<file path="config.mk">
export PLATFORM = sky130hd
export DESIGN_NAME = sdram_init_seq
export DESIGN_NICKNAME = d
export VERILOG_FILES = /design/src/rtl/sdram_init_seq.sv
export SDC_FILE = /design/constraint.sdc
export NUM_CORES = 1
export LEC_CHECK = 0
export CORE_MARGIN = 1.5
export CORE_UTILIZATION = 48
export DETAILED_ROUTE_END_ITERATION = 12
export PLACE_DENSITY = 0.79
export SLEW_MARGIN = 10
export SYNTH_ARGS = -nofsm -noshare
export SYNTH_HDL_FRONTEND = slang
export SYNTH_SLANG_ARGS = --single-unit
</file>
<file path="constraint.sdc">
create_clock -name clk -period 2.1 [get_ports clk]
set_input_delay 0.63 -clock clk [delete_from_list [all_inputs] [get_ports clk]]
set_output_delay 0.63 -clock clk [all_outputs]
set_load 0.1 [all_outputs]
</file>
<file path="src/rtl/sdram_init_seq.sv">
// SDRAM power-up / initialisation sequencer.
// Runs the power-up wait, PRECHARGE ALL, a set number of AUTO REFRESH commands and a
// MODE REGISTER SET, then releases the bus by raising sdram_init_done. A re-init request
// accepted while done replays the command part of the sequence without the power-up wait.
module sdram_init_seq #(
  parameter int CLK_FREQ_MHZ = 50,
  parameter int POWERUP_US   = 200,
  parameter int T_RP         = 3,
  parameter int T_RFC        = 7,
  parameter int T_MRD        = 2,
  parameter int REFRESH_NUM  = 2,
  parameter int CAS_LATENCY  = 3,
  parameter int BURST_LEN    = 4,
  parameter int BURST_TYPE   = 0,
  parameter int WRITE_BURST  = 0
) (
  input  logic        clk,
  input  logic        rst_n,
  input  logic        init_req,
  output logic        sdram_cke,
  output logic [3:0]  sdram_cmds,
  output logic [1:0]  sdram_ba,
  output logic [12:0] sdram_addrs,
  output logic        sdram_init_done
);

  localparam int N_PU  = CLK_FREQ_MHZ * POWERUP_US;
  localparam int MAX_A = (N_PU > T_RP) ? N_PU : T_RP;
  localparam int MAX_B = (T_RFC > T_MRD) ? T_RFC : T_MRD;
  localparam int MAX_W = (MAX_A > MAX_B) ? MAX_A : MAX_B;
  localparam int CW    = $clog2(MAX_W + 1);
  localparam int RW    = $clog2(REFRESH_NUM + 1);

  localparam logic [3:0] CMD_NOP = 4'b0111;
  localparam logic [3:0] CMD_PRE = 4'b0010;
  localparam logic [3:0] CMD_REF = 4'b0001;
  localparam logic [3:0] CMD_MRS = 4'b0000;

  localparam logic [2:0] ST_WAIT_PU = 3'd0;
  localparam logic [2:0] ST_PRE     = 3'd1;
  localparam logic [2:0] ST_TRP     = 3'd2;
  localparam logic [2:0] ST_REF     = 3'd3;
  localparam logic [2:0] ST_TRFC    = 3'd4;
  localparam logic [2:0] ST_MRS     = 3'd5;
  localparam logic [2:0] ST_TMRD    = 3'd6;
  localparam logic [2:0] ST_DONE    = 3'd7;

  localparam logic [2:0] BL_CODE = (BURST_LEN == 1) ? 3'b000 :
                                   (BURST_LEN == 2) ? 3'b001 :
                                   (BURST_LEN == 4) ? 3'b010 :
                                   (BURST_LEN == 8) ? 3'b011 : 3'b111;

  localparam logic [12:0] MODE_WORD = {3'b000, 1'(WRITE_BURST), 2'b00, 3'(CAS_LATENCY),
                                       1'(BURST_TYPE), BL_CODE};

  if (!(CAS_LATENCY == 2 || CAS_LATENCY == 3)) begin : g_bad_cl
    $error("sdram_init_seq: illegal CAS_LATENCY %0d", CAS_LATENCY);
  end
  if (!(BURST_LEN == 0 || BURST_LEN == 1 || BURST_LEN == 2 || BURST_LEN == 4 ||
        BURST_LEN == 8)) begin : g_bad_bl
    $error("sdram_init_seq: illegal BURST_LEN %0d", BURST_LEN);
  end

  logic [2:0]    state_q, state_d;
  logic [CW-1:0] cnt_q, cnt_d, cnt_inc;
  logic [RW-1:0] ref_q, ref_d;
  logic          refs_done;
  logic [3:0]    cmd_d;
  logic [12:0]   addr_d;

  // Next state: wait states count from 1 up to T_x-1; a T_x of 1 skips the wait state.
  always_comb begin
    state_d   = state_q;
    cnt_d     = cnt_q;
    ref_d     = ref_q;
    cnt_inc   = (cnt_q == '1) ? cnt_q : cnt_q + CW'(1);
    refs_done = (ref_q == RW'(REFRESH_NUM));
    case (state_q)
      ST_WAIT_PU: begin
        if (cnt_q == CW'(N_PU)) begin
          state_d = ST_PRE;
          ref_d   = '0;
        end else begin
          cnt_d = cnt_inc;
        end
      end
      ST_PRE: begin
        if (T_RP == 1) begin
          state_d = ST_REF;
        end else begin
          state_d = ST_TRP;
          cnt_d   = CW'(1);
        end
      end
      ST_TRP: begin
        if (cnt_q == CW'(T_RP - 1)) state_d = ST_REF;
        else                        cnt_d   = cnt_inc;
      end
      ST_REF: begin
        if (T_RFC == 1) begin
          state_d = refs_done ? ST_MRS : ST_REF;
        end else begin
          state_d = ST_TRFC;
          cnt_d   = CW'(1);
        end
      end
      ST_TRFC: begin
        if (cnt_q == CW'(T_RFC - 1)) state_d = refs_done ? ST_MRS : ST_REF;
        else                         cnt_d   = cnt_inc;
      end
      ST_MRS: begin
        if (T_MRD == 1) begin
          state_d = ST_DONE;
        end else begin
          state_d = ST_TMRD;
          cnt_d   = CW'(1);
        end
      end
      ST_TMRD: begin
        if (cnt_q == CW'(T_MRD - 1)) state_d = ST_DONE;
        else                         cnt_d   = cnt_inc;
      end
      default: begin
        if (init_req) begin
          state_d = ST_PRE;
          ref_d   = '0;
        end
      end
    endcase
    // Count each refresh as it is issued; saturates at REFRESH_NUM.
    if (state_d == ST_REF && !refs_done) ref_d = ref_q + RW'(1);
  end

  // Command and address for the state being entered, so outputs change with the state.
  always_comb begin
    cmd_d  = CMD_NOP;
    addr_d = 13'h1FFF;
    case (state_d)
      ST_PRE:  cmd_d = CMD_PRE;
      ST_REF:  cmd_d = CMD_REF;
      ST_MRS: begin
        cmd_d  = CMD_MRS;
        addr_d = MODE_WORD;
      end
      default: cmd_d = CMD_NOP;
    endcase
  end

  // State, counters and registered outputs.
  always_ff @(posedge clk or negedge rst_n) begin
    if (!rst_n) begin
      state_q         <= ST_WAIT_PU;
      cnt_q           <= '0;
      ref_q           <= '0;
      sdram_cke       <= 1'b0;
      sdram_cmds      <= CMD_NOP;
      sdram_ba        <= 2'b00;
      sdram_addrs     <= 13'h1FFF;
      sdram_init_done <= 1'b0;
    end else begin
      state_q         <= state_d;
      cnt_q           <= cnt_d;
      ref_q           <= ref_d;
      sdram_cke       <= 1'b1;
      sdram_cmds      <= cmd_d;
      sdram_ba        <= 2'b00;
      sdram_addrs     <= addr_d;
      sdram_init_done <= (state_d == ST_DONE);
    end
  end

endmodule

</file>
==> run_results.csv, run 1 <==
group,metric,value,unit
run_status,outcome,"complete, but fails checks",
run_status,failed_checks,"negative setup slack",
placement,post-place-ws,-0.0396,ns
timing,min_period_over_period,102,%
job,maxCapViolCount,0,
power,p_per_area,1390,nW/um^2
detailed_routing,vias,1433,
die,ios,24,
detailed_routing,drtPass1Iterations,4,
cts,cts_max_level,1,
finish,regArea,634,sq um
global_route,overflow,0,
global_route,grt_antenna_before_repair,0,
finish,fin_nets,200,
die,rows,20,
global_route,grt_pass1_wl,6240,um
worst_setup_path,crit_chain,"buf_4 -> ha_4 -> or3b_4 -> o32a_1 -> o21ai_4 -> buf_12 -> o311ai_1 -> o41ai_2",
finish,area_growth_syn_to_layout,33.6,%
detailed_routing,ant_nets,0,
cts,cts.hold.buffers_added,0,
worst_setup_path,reg2reg_from,"cnt_q[1]$_DFFE_PN0P_",
cts,cts_sinks,25,
timing,rsz0062_at_grt,"yes",
cts,cts.path.max_buffers,2,
logic_synthesis,ys.warnings.count,0,
die,core,3100,sq um
logic_synthesis,synth_cells,171,
cts,clock_latency,0.34,ns
hold_path,holdCritPathClass,"register to register",
logic_synthesis,ys_types,46,
detailed_routing,drt-total-wl,3890,um
finish,num-fill-cells,239,
die,dieArea,3690,sq um
worst_setup_path,crit_path_max_fanout,13,
placement,placed_area,1950,sq um
cts,cts.clk_slew.worst_paths,0.14,ns
worst_setup_path,crit_path_end_kind,"register",
worst_setup_path,crit_arrival,2.34,ns
hold_path,hold_end,"ref_q[1]$_DFFE_PN0P_",
cts,cts_tree,"done",
placement,port_buffers,17,
timing,final.setup.worst_slack,-0.0428,ns
timing,finalHoldViolations,0,
logic_synthesis,synth-seq-cells,25,
timing,setup_viol,8,
logic_synthesis,synth-edff-count,0,
cts,cts-buffers-inserted,3,
logic_synthesis,syn_area,1600,sq um
timing,finalCriticalPeriod,2.14,ns
detailed_routing,drcViolationCount,0,
power,p_leak,0.000907,uW
worst_setup_path,max_stage_delay,0.44,ns
die,start_util,51.6,%
logic_synthesis,netlist_top_cells_area,"dfrtp_1 33%, buf_4 7.5%, dfstp_2 6.6%, ha_1 3.9%, a21oi_1 3.4%",
worst_setup_path,r2r_end,"cnt_q[8]$_DFFE_PN0P_",
finish,multi_input_area,901,sq um
finish,drive_above_1_share,35.6,%
worst_setup_path,path_class,"register to register",
worst_setup_path,r2r_cells,8,
finish,final_util,69.0,%
logic_synthesis,synth_async_sr_flop_share,100,%
logic_synthesis,synth_common_cells,"21 x dfrtp_1, 16 x buf_4, 11 x a21oi_1, 10 x nand2_1, 9 x nor2_1",
logic_synthesis,ys.flop_type,"dfrtp_1",
cts,root_buffer,"clkbuf_4",
placement,hpwl,2630,um
logic_synthesis,synth.avg_cell_area,9.37,sq um
logic_synthesis,synth_top_area_share,32.8,%
worst_setup_path,rrSetupSlack,-0.04,ns
global_route,grt_use_total,23.1,%
finish,n_antenna_cell,0,
worst_setup_path,worstSetupStartpointType,"register",
hold_path,hold-path-cell-count,1,
detailed_routing,vias_per_cell,6.10,
placement,gp_congestion,0.893,
timing,max_freq,467,MHz
worst_setup_path,slowest_stage,"dfrtp_1",
logic_synthesis,yosys.cell_count.top_type,"dfrtp_1",
power,peakVddDrop,0.000646,V
finish,design_area,2140,sq um
timing,clock-skew-final,0.00775,ns
timing,drv_slew,0,
global_route,grt_pass1_vias,1319,
logic_synthesis,synth.yosys.seq_area_share,39.4,%
hold_path,min-delay-start,"ref_q[1]$_DFFE_PN0P_",
global_route,grt_max_degree,26,
detailed_routing,drt-initial-drc-count,37,
logic_synthesis,yosys.area.top_type,"dfrtp_1",
die,fp.dieW,60.8,um
die,fp.dieH,60.8,um
worst_setup_path,critical_path_required,2.30,ns
detailed_routing,drt-wirelength-per-cell,16.6,um
report_power, final:
group	total (uW)	switching [uW]	internal (uW)
clock network	230	155	74.8
logic	1950	1130	821
registers	792	180	613
worst max-delay path: cells and delay by family (launching register included):
| kind | cells | cell delay (ns) |
|---|---|---|
| buffers and inverters | 2 | 0.31 |
| DFF | 1 | 0.44 |
| and+or+nand+nor | 1 | 0.22 |
| AOI/OAI and AO/OA | 4 | 0.87 |
| adders and majority gates | 1 | 0.16 |
stage by stage:
stage,cells,setup TNS [ns],hold slack (ns),total power [uW]
floorplan,176,0,0.334,1940
global placement,226,0,0.478,2380
detailed placement,226,-0.0741,0.494,2460
CTS,234,-0.0733,0.526,2890
global route,235,-1.19,0.531,3130
finish,235,-0.206,0.520,2980
placed cells by master, fill, tap and decap left out, types with 3 or more instances in the layout:
master	n
a21oi_1	5
a21oi_2	6
and2_1	3
buf_12	17
buf_4	13
clkbuf_4	3
conb_1	7
dfrtp_1	21
dfstp_2	3
ha_1	4
inv_1	5
mux2i_1	4
nand2_1	10
nand2b_1	5
nand3_1	5
nand4_1	4
nor2_1	9
o21ai_0	6
o31ai_1	7
or4_4	5
final cells by class:
class                   instances  share of cell area [%]
multi-input cells             121                    42.1
flip-flops and latches         25                    29.6
repair buffers                 34                    23.2
well taps                      44                    2.57
clock buffers                   4                    1.23
inverters                       7                    1.23
what timing repair did:
action	4_1_cts	5_1_grt
resized for setup	10	15
buffers inserted	3	1
cloned	1	0
pin swaps	0	7
setup endpoints to repair	10	25
sequential cells by signal, indices dropped and copies added, names as in the netlist:
| register | count |
|---|---|
| cnt_q | 14 |
| ref_q | 2 |
| sdram_addrs | 1 |
| sdram_cke | 1 |
| sdram_cmds | 3 |
| sdram_init_done | 1 |
| state_q | 3 |
worst max path at each step:
| stage | from | to | slack, ns | depth (start not counted) |
|---|---|---|---|---|
| after global placement | cnt_q[0]$_DFFE_PN0P_ | cnt_q[6]$_DFFE_PN0P_ | 0.05 | 8 |
| after CTS | cnt_q[1]$_DFFE_PN0P_ | cnt_q[3]$_DFFE_PN0P_ | -0.02 | 9 |
| final | cnt_q[1]$_DFFE_PN0P_ | cnt_q[8]$_DFFE_PN0P_ | -0.04 | 8 |
| after detailed placement | cnt_q[1]$_DFFE_PN0P_ | cnt_q[6]$_DFFE_PN0P_ | -0.04 | 8 |
| after floorplan | cnt_q[0]$_DFFE_PN0P_ | ref_q[0]$_DFFE_PN0P_ | 0.01 | 8 |
| after global routing | cnt_q[1]$_DFFE_PN0P_ | cnt_q[5]$_DFFE_PN0P_ | -0.10 | 8 |
cells by family (layout without fill, tap and decap cells):
kind of cell,Yosys count,count (layout),share of synthesized area (%)
AND/OR/NAND/NOR,64,64,24.5
AO/OA/AOI/OAI,41,41,17.9
buffers and inverters,30,45,11.4
flip-flops,25,25,39.4
adder cells (fa/ha/maj),5,5,3.91
multiplexers,4,4,2.50
other,2,7,0.469
routing by layer:
layer / share of wire [%] / vias to the layer above / track usage, %
li1: - / 655 / -
met1: 41 / 709 / 26.2
met2: 52 / 60 / 41.6
met3: 4.1 / 9 / 3.62
met4: 2.6 / 0 / 11.8
met5: 0 / - / 0
Note: power is estimated with default switching activity, not from simulation.
==> run 2: changes to the inputs <==
--- a/config.mk
+++ b/config.mk
@@ -5,6 +5,7 @@
 export SDC_FILE = /design/constraint.sdc
 export NUM_CORES = 1
 export LEC_CHECK = 0
+export ABC_CLOCK_PERIOD_IN_PS = 2100
 export CORE_MARGIN = 1.5
 export CORE_UTILIZATION = 48
 export DETAILED_ROUTE_END_ITERATION = 12
==> results of run 2 <==
Final layout, timing and power as in run 1 (identical DEF).
